**src/rtl/fetch_stage.sv**
```systemverilog
// Instruction-fetch stage: PC generation, imem requests, prefetch FIFO feeding decode.
// Latency: redirect at T -> request T+1 -> if_id_valid T+3 (zero-wait memory); 1 instr/cycle steady.
// Backpressure: id_ready low holds the head; requests stop once in-flight + buffered reach FIFO_DEPTH.
//
// Ports:
//   clk, reset                      rising-edge clock, synchronous active-high reset
//   imem_req/imem_addr/imem_gnt     request handshake (addr always word-aligned)
//   imem_rvalid/imem_rdata          in-order responses, latency >= 1
//   redirect_valid/redirect_pc      taken branch/jump from EX
//   id_ready                        decode can accept the head entry
//   if_id_valid/if_id_pc/if_id_instruction  head of the prefetch FIFO (NOP, pc 0 when empty)
//   perf_fetched/perf_discarded     only with FETCH_PERF_CNT_EN defined
module fetch_stage #(
    parameter int unsigned FIFO_DEPTH = 4,
    parameter logic [31:0] RESET_PC   = 32'h0000_0000
) (
    input  logic        clk,
    input  logic        reset,
    output logic        imem_req,
    output logic [31:0] imem_addr,
    input  logic        imem_gnt,
    input  logic        imem_rvalid,
    input  logic [31:0] imem_rdata,
    input  logic        redirect_valid,
    input  logic [31:0] redirect_pc,
    input  logic        id_ready,
    output logic        if_id_valid,
    output logic [31:0] if_id_pc,
    output logic [31:0] if_id_instruction
`ifdef FETCH_PERF_CNT_EN
    ,
    output logic [31:0] perf_fetched,
    output logic [31:0] perf_discarded
`endif
);

    localparam int unsigned  PW        = $clog2(FIFO_DEPTH);
    localparam int unsigned  CW        = PW + 1;
    localparam logic [CW-1:0] DEPTH_C  = CW'(FIFO_DEPTH);
    localparam logic [31:0]  NOP_INSTR = 32'h0000_0013;
    localparam logic [31:0]  RESET_PC_ALIGNED = {RESET_PC[31:2], 2'b00};

    logic [31:0]   fetch_pc;
    logic [31:0]   resp_pc;
    logic [CW-1:0] outstanding;
    logic [CW-1:0] discard_cnt;
    logic [CW-1:0] fifo_count;
    logic [PW-1:0] rd_ptr;
    logic [PW-1:0] wr_ptr;
    logic [31:0]   fifo_pc    [FIFO_DEPTH];
    logic [31:0]   fifo_instr [FIFO_DEPTH];

    logic [CW:0]   in_use;
    logic          credit_ok;
    logic          req_fire;
    logic          fifo_full;
    logic          accept_word;
    logic          push;
    logic          pop;
    logic [31:0]   redirect_target;
    logic [CW-1:0] outstanding_dec;
    logic [CW-1:0] outstanding_nxt;
    logic [CW-1:0] fifo_count_nxt;

    // Branch targets are forced to word alignment; the low bits are intentionally ignored.
    logic unused_redirect_lsbs;
    assign unused_redirect_lsbs = ^redirect_pc[1:0];
    assign redirect_target      = {redirect_pc[31:2], 2'b00};

    // Credit: every granted request owns a FIFO slot, so a response can always be pushed.
    assign in_use    = {1'b0, outstanding} + {1'b0, fifo_count};
    assign credit_ok = in_use < {1'b0, DEPTH_C};
    assign imem_req  = !reset && !redirect_valid && credit_ok;
    assign imem_addr = fetch_pc;
    assign req_fire  = imem_req && imem_gnt;

    assign fifo_full   = (fifo_count == DEPTH_C);
    assign accept_word = imem_rvalid && !redirect_valid && (discard_cnt == '0);
    assign push        = accept_word && !fifo_full;

    assign if_id_valid       = !reset && (fifo_count != '0);
    assign if_id_pc          = if_id_valid ? fifo_pc[rd_ptr]    : 32'd0;
    assign if_id_instruction = if_id_valid ? fifo_instr[rd_ptr] : NOP_INSTR;
    // A redirect flushes the head instead of handing it to decode.
    assign pop = if_id_valid && id_ready && !redirect_valid;

    // Saturating decrement guards against a spurious rvalid with nothing in flight.
    assign outstanding_dec = (imem_rvalid && (outstanding != '0)) ? outstanding - CW'(1) : outstanding;
    assign outstanding_nxt = outstanding_dec + CW'(req_fire);
    assign fifo_count_nxt  = fifo_count + CW'(push) - CW'(pop);

    always_ff @(posedge clk) begin
        if (reset) begin
            fetch_pc    <= RESET_PC_ALIGNED;
            resp_pc     <= RESET_PC_ALIGNED;
            outstanding <= '0;
            discard_cnt <= '0;
            fifo_count  <= '0;
            rd_ptr      <= '0;
            wr_ptr      <= '0;
        end else begin
            outstanding <= outstanding_nxt;
            if (redirect_valid) begin
                fetch_pc    <= redirect_target;
                resp_pc     <= redirect_target;
                // Everything still in flight after this cycle belongs to the old stream.
                discard_cnt <= outstanding_dec;
                fifo_count  <= '0;
                rd_ptr      <= '0;
                wr_ptr      <= '0;
            end else begin
                if (req_fire) begin
                    fetch_pc <= fetch_pc + 32'd4;
                end
                if (push) begin
                    resp_pc <= resp_pc + 32'd4;
                    wr_ptr  <= wr_ptr + PW'(1);
                end
                if (imem_rvalid && (discard_cnt != '0)) begin
                    discard_cnt <= discard_cnt - CW'(1);
                end
                if (pop) begin
                    rd_ptr <= rd_ptr + PW'(1);
                end
                fifo_count <= fifo_count_nxt;
            end
        end
    end

    // Storage needs no reset: fifo_count qualifies every read.
    always_ff @(posedge clk) begin
        if (!reset && push) begin
            fifo_pc[wr_ptr]    <= resp_pc;
            fifo_instr[wr_ptr] <= imem_rdata;
        end
    end

    always_ff @(posedge clk) begin
        if (!reset) begin
            if (accept_word) begin
                assert (!fifo_full);
            end
            if (imem_rvalid) begin
                assert (outstanding != '0);
            end
        end
    end

`ifdef FETCH_PERF_CNT_EN
    logic        drop_word;
    logic [31:0] flushed_words;

    assign drop_word     = imem_rvalid && (redirect_valid || (discard_cnt != '0));
    assign flushed_words = redirect_valid ? 32'(fifo_count) : 32'd0;

    always_ff @(posedge clk) begin
        if (reset) begin
            perf_fetched   <= 32'd0;
            perf_discarded <= 32'd0;
        end else begin
            perf_fetched   <= perf_fetched + 32'(pop);
            perf_discarded <= perf_discarded + 32'(drop_word) + flushed_words;
        end
    end
`endif

endmodule
```
**config.mk**
```make
export PLATFORM = sky130hd
export DESIGN_NAME = fetch_stage
export DESIGN_NICKNAME = d
export VERILOG_FILES = /design/src/rtl/fetch_stage.sv
export SDC_FILE = /design/constraint.sdc
export NUM_CORES = 1
export LEC_CHECK = 0
export BUFFER_PORTS_ARGS = -buffer_cell sky130_fd_sc_hd__buf_2
export CORE_MARGIN = 4
export CORE_UTILIZATION = 42
export CTS_BUF_LIST = sky130_fd_sc_hd__clkbuf_4 sky130_fd_sc_hd__clkbuf_8
export DETAILED_ROUTE_END_ITERATION = 8
export SLEW_MARGIN = 10
export SYNTH_ARGS = -nofsm -noshare
export SYNTH_HDL_FRONTEND = slang
export SYNTH_SLANG_ARGS = --single-unit
```
**constraint.sdc**
```tcl
create_clock -name clk -period 5.5 [get_ports clk]
set_input_delay 0.55 -clock clk [delete_from_list [all_inputs] [get_ports clk]]
set_output_delay 0.55 -clock clk [all_outputs]
set_load 0.01 [all_outputs]
```
### After elaboration in Yosys (flattened, before gate mapping)

Memories as Yosys holds them, arrays and structs flattened. A register that Yosys moved wholly into a read port is not among the register bits.
Index checks and enable logic that the tools add are counted.

| storage, ports and cells | value |
|---|---|
| register bits after elaboration | 77 |
| bits in latches | 0 |
| bits in writable memories | 256 |
| memory bits (read-only) | 0 |
| input bits | 70 |
| output and inout port bits | 98 |
| word-level logic and storage cells | 61 |
| memories | 2 |

| cells by class | value |
|---|---|
| $add $sub $neg | 10 |
| $mul | 0 |
| divide/modulo/power cells | 0 |
| magnitude comparators | 1 |
| equality and inequality tests | 1 |
| shifts and indexed selects | 0 |
| mux-type cells | 15 |
| bitwise operators | 0 |
| reductions and logical operators | 23 |

Memories:

| memory | words | width | rd ports | clocked after Yosys merged registers in | write ports | RTL line | text |
|---|---|---|---|---|---|---|---|
| fifo_instr | 4 | 32 | 1 | 1 | 1 | 51 | `logic [31:0] fifo_instr [FIFO_DEPTH];` |
| fifo_pc | 4 | 32 | 1 | 1 | 1 | 50 | `logic [31:0] fifo_pc [FIFO_DEPTH];` |

Operators with widths:

| cell | count |
|---|---|
| 32-bit two-way mux | 6 |
| 32-bit by 3-bit adder with 32-bit output (second input constant) | 2 |
| 1-bit logical AND | 12 |
| 3-bit two-way mux | 3 |
| 3-bit nonzero test | 3 |
| 2-bit two-way mux | 4 |
| 3-bit by 1-bit adder with 3-bit output | 2 |
| 2-bit nonzero test | 3 |
| 3-bit by 1-bit subtractor with 3-bit output (second input constant) | 2 |
| 2-bit by 1-bit adder with 2-bit output (second input constant) | 2 |
| 3-bit by 3-bit adder with 4-bit output | 1 |
| 4-bit by 3-bit < comparator with 1-bit output (second input constant) | 1 |
| 3-bit == test (second input constant) | 1 |
| 1-bit zero test | 3 |
| 3-bit zero test | 1 |
| 3-bit by 1-bit subtractor with 3-bit output | 1 |
| 1-bit two-way mux | 2 |
| 2-bit OR reduction | 1 |

### Longest topological paths before layout

| depth | value |
|---|---|
| depth in word-level cells | 7 |
| mapped depth | 14 |
| mapped depth without buffers | 13 |

### Worst setup path after synthesis

No wires, ideal clock.

| path | value |
|---|---|
| path type | register to register |
| from | reg discard_cnt[0] |
| to | mem fifo_instr[0][0] (enable) |
| setup time | 427 ps |
| arrival time | 2,979 ps |
| data required time | 5,073 ps |
| path slack | 2,094 ps |
| stages on the path, launching flop included | 9 |
| path buffers | 3 |
| period minus slack after synthesis | 3,406 ps |
| cells stage by stage | dfxtp_1 inv_1 ha_1 nand2b_4 nor4_2 buf_4 buf_2 buf_2 and3_1 |

| on the way | value |
|---|---|
| longest elaborated chain between the ends | 6 |

RTL lines:

| element | RTL line | text |
|---|---|---|
| start: declaration | 46 | `logic [CW-1:0] discard_cnt;` |
| start signal: assignment | 107 | `discard_cnt <= outstanding_dec;` |
| start signal: assignment | 120 | `discard_cnt <= discard_cnt - CW'(1);` |
| 3-bit zero test | 78 | `assign accept_word = imem_rvalid && !redirect_valid && (discard_cnt == '0);` |
| 1-bit logical AND | 78 |  |
| 1-bit logical AND | 79 | `assign push = accept_word && !fifo_full;` |
| 1-bit logical AND | 132 | `if (!reset && push) begin` |
| 1-bit two-way mux | 132 |  |
| 1-bit two-way mux (not written as such) | 134 | `fifo_instr[wr_ptr] <= imem_rdata;` |
| end: declaration | 51 |  |

No other way between the ends.

==> results.tsv <==
stage	metric	value	unit
outcome	status	complete, no violations	
power	Pwr Density	324.3	nW/um2
logic_synthesis	EDFF count, synth	248	
floorplan	Initial Util	42.92	%
setup_path	Data required, critical path	4950	ps
timing	Slew HR	37.47	%
timing	Clock Skews	21.57	ps
setup_path	type of origin of the critical path	flop	
timing	RSZ-0062 raised after global routing	no	
setup_path	Setup CP Type	reg2out	
setup_path	crit-path max cell delay	610	ps
timing	Tmin final	3288	ps
final_layout	nets@finish	1198	
logic_synthesis	Synth top cells by count	248 x edfxtp_1, 75 x dfxtp_1, 64 x and2_1	
cts	post-cts resize count	0	
drt	First-pass DRT Iterations	5	
timing	Slew @ Worst Pin	938.0	ps
setup_path	Worst Path Buf+Inv	2	
logic_synthesis	most common cell in the netlist	edfxtp_1	
drt	via count	8536	
logic_synthesis	FF+latch count, synth	323	
logic_synthesis	post-synthesis sequential area ratio	65.39	%
floorplan	die area	35530	um2
cts	post-CTS setup buffers	0	
setup_path	critical path, cell by cell	buf_4 -> mux4_2 -> and2_1 -> buf_2	
run	total of max-cap violations	0	
cts	clk_lat worst skew	570	ps
logic_synthesis	cell taking the most area after synthesis	edfxtp_1	
floorplan	Die Ht	188.5	um
grt	total track usage	17.18	%
cts	CTS clk-pin slew, worst paths	60	ps
logic_synthesis	Ys Warns	0	
logic_synthesis	Mean Syn Cell Area	14.73	um2
cts	CTS Buf Count	53	
setup_path	Slowest cell on crit path	dfxtp_4	
timing	fin crit share	59.78	%
floorplan	Placeable Area	31880	um2
floorplan	# IOs	168	
cts	H-tree depth	2	
timing	Highest Clock Rate	304.1	MHz
power	Pleak	5.569	nW
drt	post-route ant nets	0	
cts	clock buffer depth	3	
power	total power	0.005160	W
floorplan	FP Rows	65	
floorplan	Chip Width	188.5	um
power	VDD IR-drop max	0.1444	mV
timing	final count of negative-setup-slack endpoints	0	
place	RD Place Congestion	0.8336	
cts	clock sinks	323	
grt	antenna violations before repair	0	
cts	root buf cell	clkbuf_8	
grt	first-pass GRT wire length	48870	um
logic_synthesis	Distinct cells, synth	61	
logic_synthesis	Post-synth ARST share	0	%
final_layout	area growth from synthesis to layout	16.27	%
logic_synthesis	post-synth top area share	54.42	%
drt	Via density	5.369	
setup_path	CP Data Arrival Time	2740	ps
logic_synthesis	Mapped Cells	929	
grt	Overflow after GRT	0	
setup_path	CP max FO	30	
timing	Fin Setup TNS	0	ps
cts	hold buffer count at CTS	0	
final_layout	share of cells above drive strength 1	30.42	%
setup_path	CP delay by family, top	buffers and inverters	
place	port buffer count	161	
timing	Fin. Hold Viols	0	
drt	Post-Route WL	30760	um
logic_synthesis	Top FF cell, synth	edfxtp_1	
place	dpl hpwl	19710	um
setup_path	Crit. End Element	output port	
grt	vias in the first global route	8664	
hold_path	worst hold path class	in2reg	
grt	largest net degree at the start of global routing	49	
cts	CTS tree	yes	
drt	WL/cell	19.35	um
drt	# DRC	0	
logic_synthesis	synth top area cells	edfxtp_1 54%, dfxtp_1 11%, mux4_2 10%	
timing	max-slew violations	0	
logic_synthesis	Cell Area, Synth	13680	um2
drt	DRT iter0 DRCs	476	
[flip-flops by register name, indices dropped and copies added, names as in the netlist, named ones only]
name,cells
imem_addr,30
outstanding,3
fifo_count,3
fifo_pc,120
fifo_instr,128
resp_pc,30
rd_ptr,2
wr_ptr,2
discard_cnt,3
[through the flow]
step                      worst slack [ps]  std cells  util [%]  hold slack, ps  area (um2)
final                                 2212       1590     49.91           195.6       15910
after global routing                  1963       1589     49.90           167.9       15910
after CTS                             2068       1589     49.90           156.3       15910
after detailed placement              2339       1491     46.75           484.4       14900
after global placement                2321       1491     46.75           486.7       14900
after floorplan                       2094        932         -           469.2       13700
[layout make-up]
type	count	area, um2
Fill cell	2824	15970
Sequential cell	323	8954
Multi-Input combinational cell	535	4395
Timing Repair Buffer	178	933.4
Clock buffer	72	884.6
Tap cell	435	544.3
Clock inverter	26	120.1
Inverter	20	77.57
Antenna cell	1	2.502
[cells by family after synthesis]
group / share of synthesized area [%]
XOR/XNOR: 1.664
other: 0.02740
AND/OR/NAND/NOR: 12.23
AO/OA/AOI/OAI: 5.413
buffers and inverters: 2.725
adder cells (fa/ha/maj): 1.609
multiplexers: 10.94
flip-flops: 65.39
[metal layers]
metal  GRT usage [%]  routed length, um
met5               0                  0
met4           4.624                582
met3           2.908               2049
met2           26.06              13720
met1           25.90              14410
[worst paths after layout]
path	from	endpoint	slack [ps]	cells after the start
hold reg to reg	wr_ptr[1]	wr_ptr[1]	490	2
setup reg to reg	discard_cnt[0]	fifo_count[2]	2460	14
hold / removal	imem_rdata[8]	fifo_instr[0][8]	200	1
setup / recovery	flop	if_id_pc[19]	2210	4
[placed cells by master, fill, tap and decap left out, drive strengths merged, types with 22 or more instances in the layout]
cell type	n
buf	178
nor2	50
mux4	62
a31oi	33
edfxtp	248
dfxtp	75
clkinv	23
a21oi	24
o21ai	23
and2	64
nand2	59
nand3	25
clkbuf	72
inv	22
nand4	36
[power by group]
| part | switching (W) | internal, W | leakage (nW) |
|---|---|---|---|
| Clock | 0.000924 | 0.00105 | 0.532 |
| Sequential | 0.0000747 | 0.00271 | 2.88 |
| Combinational | 0.000241 | 0.000165 | 2.16 |
| Total | 0.00124 | 0.00392 | 5.57 |
Power figures use the tool's default switching activity.
